[src/rtl/ay_bus_pkg.sv]
// Shared definitions for the AY sound-chip bus master.
// Op codes, bus control codes and configuration register layout.
package ay_bus_pkg;

   localparam logic [1:0] OP_LATCH = 2'd0;
   localparam logic [1:0] OP_WRITE = 2'd1;
   localparam logic [1:0] OP_READ  = 2'd2;
   localparam logic [1:0] OP_CONF  = 2'd3;

   // {bdir, bc2, bc1}
   localparam logic [2:0] BUS_INACTIVE = 3'b010;
   localparam logic [2:0] BUS_LATCH    = 3'b111;
   localparam logic [2:0] BUS_WRITE    = 3'b110;
   localparam logic [2:0] BUS_READ     = 3'b011;

   localparam int CONF_CHIP_SEL   = 0;
   localparam int CONF_STATUS_SEL = 1;
   localparam int CONF_FM_DIS     = 2;
   localparam int CONF_SAA_DIS    = 3;

   localparam logic [3:0] CONF_RESET = 4'b1110;

   typedef struct packed {
      logic [1:0] op;
      logic       chip;
      logic [7:0] data;
   } ay_req_t;

   // Active bus code driven while the strobe phase is open.
   function automatic logic [2:0] strobe_code(input logic [1:0] op);
      logic [2:0] code;
      code = BUS_INACTIVE;
      case (op)
         OP_LATCH: code = BUS_LATCH;
         OP_WRITE: code = BUS_WRITE;
         OP_READ:  code = BUS_READ;
         OP_CONF:  code = BUS_LATCH;
         default:  code = BUS_INACTIVE;
      endcase
      return code;
   endfunction

endpackage

[src/rtl/ay_phase_timer.sv]
// Loadable 4-bit down-counter timing each bus phase.
// done is high while the count has reached zero.
module ay_phase_timer
   import ay_bus_pkg::*;
(
   input  logic       clk,
   input  logic       rst,
   input  logic       load,
   input  logic [3:0] value,
   output logic       done
);

   logic [3:0] count;

   // Load on phase entry, then count down to zero and stop.
   always_ff @(posedge clk) begin
      if (rst) begin
         count <= 4'd0;
      end else if (load) begin
         count <= value;
      end else if (count != 4'd0) begin
         count <= count - 4'd1;
      end
   end

   assign done = (count == 4'd0);

endmodule

[src/rtl/ay_bus_master.sv]
// Host-to-AY bus master: SETUP / STROBE / HOLD cycle sequencer.
// Optional TFM_CONF_SHADOW_EN adds the conf_shadow register output.
module ay_bus_master
   import ay_bus_pkg::*;
#(
   parameter int SETUP_CYC  = 2,
   parameter int STROBE_CYC = 8,
   parameter int HOLD_CYC   = 2
) (
   input  logic       fclk,
   input  logic       ayres,
   input  logic       req_valid,
   output logic       req_ready,
   input  logic [1:0] req_op,
   input  logic       req_chip,
   input  logic [7:0] req_data,
   output logic       rd_valid,
   output logic [7:0] rd_data,
   output logic       aybdir,
   output logic       aybc2,
   output logic       aybc1,
   output logic       aya8,
   output logic       aya9_n,
   output logic [7:0] ayd_o,
   output logic       ayd_oe,
   input  logic [7:0] ayd_i,
`ifdef TFM_CONF_SHADOW_EN
   output logic [3:0] conf_shadow,
`endif
   output logic       busy
);

   localparam logic [1:0] ST_IDLE   = 2'd0;
   localparam logic [1:0] ST_SETUP  = 2'd1;
   localparam logic [1:0] ST_STROBE = 2'd2;
   localparam logic [1:0] ST_HOLD   = 2'd3;

   // Counter is loaded with N-1 so each phase lasts exactly N cycles.
   localparam logic [3:0] SETUP_LD  = 4'(SETUP_CYC - 1);
   localparam logic [3:0] STROBE_LD = 4'(STROBE_CYC - 1);
   localparam logic [3:0] HOLD_LD   = 4'(HOLD_CYC - 1);

   logic [1:0] state_q;
   logic [1:0] state_d;
   logic       tmr_load;
   logic [3:0] tmr_value;
   logic       tmr_done;
   ay_req_t    req_q;
   logic       last_strobe;
   logic [2:0] bus_code;

   ay_phase_timer u_timer (
      .clk   (fclk),
      .rst   (ayres),
      .load  (tmr_load),
      .value (tmr_value),
      .done  (tmr_done)
   );

   assign req_ready   = req_valid && (state_q == ST_IDLE) && !ayres;
   assign busy        = (state_q != ST_IDLE);
   assign last_strobe = (state_q == ST_STROBE) && tmr_done;

   // Phase sequencing and timer loads on each phase entry.
   always_comb begin
      state_d   = state_q;
      tmr_load  = 1'b0;
      tmr_value = 4'd0;
      unique case (state_q)
         ST_IDLE: begin
            if (req_valid) begin
               state_d   = ST_SETUP;
               tmr_load  = 1'b1;
               tmr_value = SETUP_LD;
            end
         end
         ST_SETUP: begin
            if (tmr_done) begin
               state_d   = ST_STROBE;
               tmr_load  = 1'b1;
               tmr_value = STROBE_LD;
            end
         end
         ST_STROBE: begin
            if (tmr_done) begin
               state_d   = ST_HOLD;
               tmr_load  = 1'b1;
               tmr_value = HOLD_LD;
            end
         end
         ST_HOLD: begin
            if (tmr_done) begin
               state_d = ST_IDLE;
            end
         end
         default: state_d = ST_IDLE;
      endcase
   end

   // State register; reset aborts any cycle in flight.
   always_ff @(posedge fclk) begin
      if (ayres) begin
         state_q <= ST_IDLE;
      end else begin
         state_q <= state_d;
      end
   end

   // Capture the request on acceptance and hold it for the whole cycle.
   always_ff @(posedge fclk) begin
      if (ayres) begin
         req_q <= '0;
      end else if (req_ready) begin
         req_q.op   <= req_op;
         req_q.chip <= req_chip;
`ifdef TFM_CONF_SHADOW_EN
         if (req_op == OP_CONF) begin
            req_q.data <= {4'hF, req_data[3:0]};
         end else begin
            req_q.data <= req_data;
         end
`else
         req_q.data <= req_data;
`endif
      end
   end

   // Sample read data on the last strobe cycle; pulse on first HOLD cycle.
   always_ff @(posedge fclk) begin
      if (ayres) begin
         rd_valid <= 1'b0;
         rd_data  <= 8'h00;
      end else begin
         rd_valid <= last_strobe && (req_q.op == OP_READ);
         if (last_strobe && (req_q.op == OP_READ)) begin
            rd_data <= ayd_i;
         end
      end
   end

`ifdef TFM_CONF_SHADOW_EN
   // Shadow of the configuration nibble, updated as op 3 enters HOLD.
   always_ff @(posedge fclk) begin
      if (ayres) begin
         conf_shadow <= CONF_RESET;
      end else if (last_strobe && (req_q.op == OP_CONF)) begin
         conf_shadow <= req_q.data[3:0];
      end
   end
`endif

   // Bus outputs decoded from the current phase and captured request.
   always_comb begin
      bus_code = BUS_INACTIVE;
      ayd_oe   = 1'b0;
      if (state_q == ST_STROBE) begin
         bus_code = strobe_code(req_q.op);
      end
      if ((state_q == ST_SETUP) || (state_q == ST_STROBE)) begin
         ayd_oe = (req_q.op != OP_READ);
      end
   end

   assign {aybdir, aybc2, aybc1} = bus_code;
   assign aya8   = busy && req_q.chip;
   assign aya9_n = !(busy && req_q.chip);
   assign ayd_o  = req_q.data;

endmodule

[config.mk]
export PLATFORM = sky130hd
export DESIGN_NAME = ay_bus_master
export DESIGN_NICKNAME = d
export VERILOG_FILES = /design/src/rtl/ay_bus_pkg.sv /design/src/rtl/ay_phase_timer.sv /design/src/rtl/ay_bus_master.sv
export SDC_FILE = /design/constraint.sdc
export NUM_CORES = 1
export LEC_CHECK = 0
export CAP_MARGIN = 0
export CORE_ASPECT_RATIO = 0.9
export CORE_UTILIZATION = 44
export CTS_CLUSTER_DIAMETER = 30
export DETAILED_ROUTE_END_ITERATION = 16
export PLACE_DENSITY = 0.86
export SLEW_MARGIN = 20
export SYNTH_ARGS = -nofsm -noshare
export SYNTH_HDL_FRONTEND = slang
export SYNTH_SLANG_ARGS = --single-unit
[constraint.sdc]
create_clock -name fclk -period 2 [get_ports fclk]
set_clock_uncertainty 0.1 [all_clocks]
set_input_delay 0.3 -clock fclk [delete_from_list [all_inputs] [get_ports fclk]]
set_output_delay 0.3 -clock fclk [all_outputs]
set_load 0.02 [all_outputs]
==> reports/qor.csv <==
metric,value,unit
status,finished clean,
switchingPower,0.843,mW
comb_power_share,51.6,%
fin_crit,1.97,ns
ys_types,36,
setup_violations,0,
initial_utilization,46.9,%
power.leakage,0.696,nW
postSynthAreaPerCell,8.28,um^2
vias_per_cell,5.10,
synthArstFlopShare,0,%
crit_chain,"inv_1, ha_2, and2_1, clkdlybuf4s15_2",
total_power,2.16,mW
drive_gt1_share,10.8,%
syn_nets,187,
final_cell_area,0.00179,mm^2
synthTopCellsByCount,"dfxtp_1, nand2_1, a21oi_1, buf_4, o21ai_0",
power_density,1210,mW/mm^2
grt_pass1_wl,4.80,mm
clkLatencyLatePin,0.33,ns
yosysSeqAreaShare,39.8,%
cts_made_buffers,3,
grt_overflow,0,
crit_buf_inv,2,
hold_viol_final,0,
hpwlAfterDp,2.33,mm
setup_slack,0.0282,ns
period_share,98.6,%
synthFlopType,dfxtp_1,
h-tree-depth,1,
fin_tns_setup,0,ns
synth_top_area_cell,dfxtp_1,
cts.sink_count,26,
end_kind,output pin,
numPortBuffers,45,
p_clk_share,16.5,%
synth_edf_count,0,
core.rowCount,18,
core_area,0.00279,mm^2
nets,225,
fill_cells,255,
wirelength,3.08,mm
cap_violations,0,
antenna_found_initial,0,
synth_top_area_share,39.8,%
startpoint_type,register,
areaGrowthSynthToFinish,36.9,%
drc,0,
grt_max_degree,30,
rsz0062_at_grt,yes,
critical-path-max-stage-delay,0.38,ns
cts_buffer_depth,2,
synthTopCellsByArea,"dfxtp_1, a21oi_1, nand2_1",
crit_family,flip-flops,
netlist_area,0.00131,mm^2
fmax,507,MHz
drt-pass1-iter-count,4,
ios,47,
drt_iter0_drc,53,
whs,0.368,ns
drv_slew,0,
crit_type,register to output pin,
detailedPlace.worstSlack,-0.0109,ns
seqPwrFrac,31.8,%
hold_class,register to register,
switching_share,39.0,%
vias,1198,
cp_max_fo,5,
crit_path_top_delay_cell,dfxtp_2,
synthCells,158,
grt_pass1_vias,1150,
synth.most_common_cell,dfxtp_1,
p_int,1.32,mW
die_w,59.5,um
post-place-cells,231,
dieHeight,53.7,um
gp_congestion,0.746,
grt.total_usage,20.4,%
place_area,0.00174,mm^2
synth.ff_latch_count,26,
instances_no_fill,235,
ys_warn_count,0,
cts_root_buf,clkbuf_4,
antenna_cells,0,
cts_tree,built,
cp.required,1.60,ns
vdd_drop_max,690,uV
ant_nets,0,
dieArea,0.00320,mm^2
wl_per_cell,13.1,um
cp.arrival,1.57,ns
fin_util,64.2,%
path_clk_slew,0.13,ns
layout make-up:
type | instances | area [um^2] | area share [%]
Inverter | 7 | 26.3 | 1.47
Clock inverter | 1 | 30.0 | 1.68
Multi-Input combinational cell | 108 | 661 | 36.9
Timing Repair Buffer | 50 | 479 | 26.7
Sequential cell | 26 | 523 | 29.2
Tap cell | 40 | 50.0 | 2.79
Clock buffer | 3 | 22.5 | 1.26
worst reg2reg max path, stage by stage, from the launching register on:
cell and delay, ns:
dfxtp_2 0.38, inv_1 0.10, ha_2 0.38, or4b_2 0.59, o32ai_1 0.15, a221oi_1 0.14
sequential cells by signal, summed over array words and instances, names as in the netlist:
| register | flops |
|---|---|
| ayd_o | 8 |
| state_q | 2 |
| rd_valid | 1 |
| u_timer.count | 4 |
| req_q | 3 |
| rd_data | 8 |
power by group through the flow:
stage / clock network, mW / logic (mW) / registers, mW
floorplan: 0 / 0.816 / 0.675
global placement: 0 / 1.08 / 0.682
detailed placement: 0 / 1.12 / 0.693
CTS: 0.364 / 1.10 / 0.687
global route: 0.386 / 1.22 / 0.699
finish: 0.358 / 1.12 / 0.688
cells in the final DEF, fill, tap and decap left out, drive strengths merged:
| cell | synthesis | layout |
|---|---|---|
| ha | 7 | 7 |
| or3 | 1 | 1 |
| or3b | 2 | 2 |
| a21boi | 1 | 1 |
| conb | 1 | 1 |
| inv | 7 | 7 |
| a21o | 2 | 2 |
| nand4b | 2 | 2 |
| nor3b | 2 | 2 |
| clkdlybuf4s15 | 0 | 4 |
| a2111oi | 1 | 1 |
| nand2b | 4 | 4 |
| and2 | 3 | 3 |
| o21ai | 9 | 9 |
| buf | 12 | 5 |
| o32ai | 1 | 1 |
| nor2 | 4 | 4 |
| a211o | 1 | 1 |
| or4b | 1 | 1 |
| dlygate4sd2 | 0 | 1 |
| a21oi | 20 | 20 |
| a211oi | 1 | 1 |
| nand2 | 24 | 24 |
| clkdlybuf4s50 | 0 | 38 |
| or4bb | 1 | 1 |
| nor3 | 2 | 2 |
| nand3b | 1 | 1 |
| dfxtp | 26 | 26 |
| bufinv | 0 | 1 |
| nand3 | 8 | 8 |
| a221oi | 1 | 1 |
| and3b | 2 | 2 |
| nor2b | 3 | 3 |
| clkbuf | 5 | 5 |
| mux2 | 1 | 1 |
| mux2i | 2 | 2 |
cells by family after synthesis:
logic type | after synthesis | synth area share, %
fa+ha+maj | 7 | 6.69
other cells | 1 | 0.287
simple gates | 60 | 24.7
buf+inv | 24 | 10.1
compound gates | 37 | 16.1
mux | 3 | 2.39
flops | 26 | 39.8
per-layer routing:
layer / wire (um) / track usage [%] / vias to the layer above
li1: - / - / 602
met1: 1310 / 21.6 / 556
met2: 1590 / 39.0 / 35
met3: 128 / 4.33 / 5
met4: 49 / 8.91 / 0
met5: 0 / 0 / -
path summary, 6_finish.rpt:
check | to | from | slack, ns | depth (start not counted)
worst max-delay path | ayd_oe | state_q[0] | 0.03 | 4
worst min-delay path | ayd_o[3] | ayd_o[3] | 0.37 | 2
worst max register to register | u_timer.count[0] | state_q[0] | 0.03 | 5
worst min register to register | ayd_o[3] | ayd_o[3] | 0.37 | 2
what timing repair did:
action,CTS,global route
hold buffers,0,0
setup endpoints to repair,9,8
buffers inserted,0,0
pin swaps,0,0
gates resized for setup,15,7
Power figures use the tool's default switching activity.
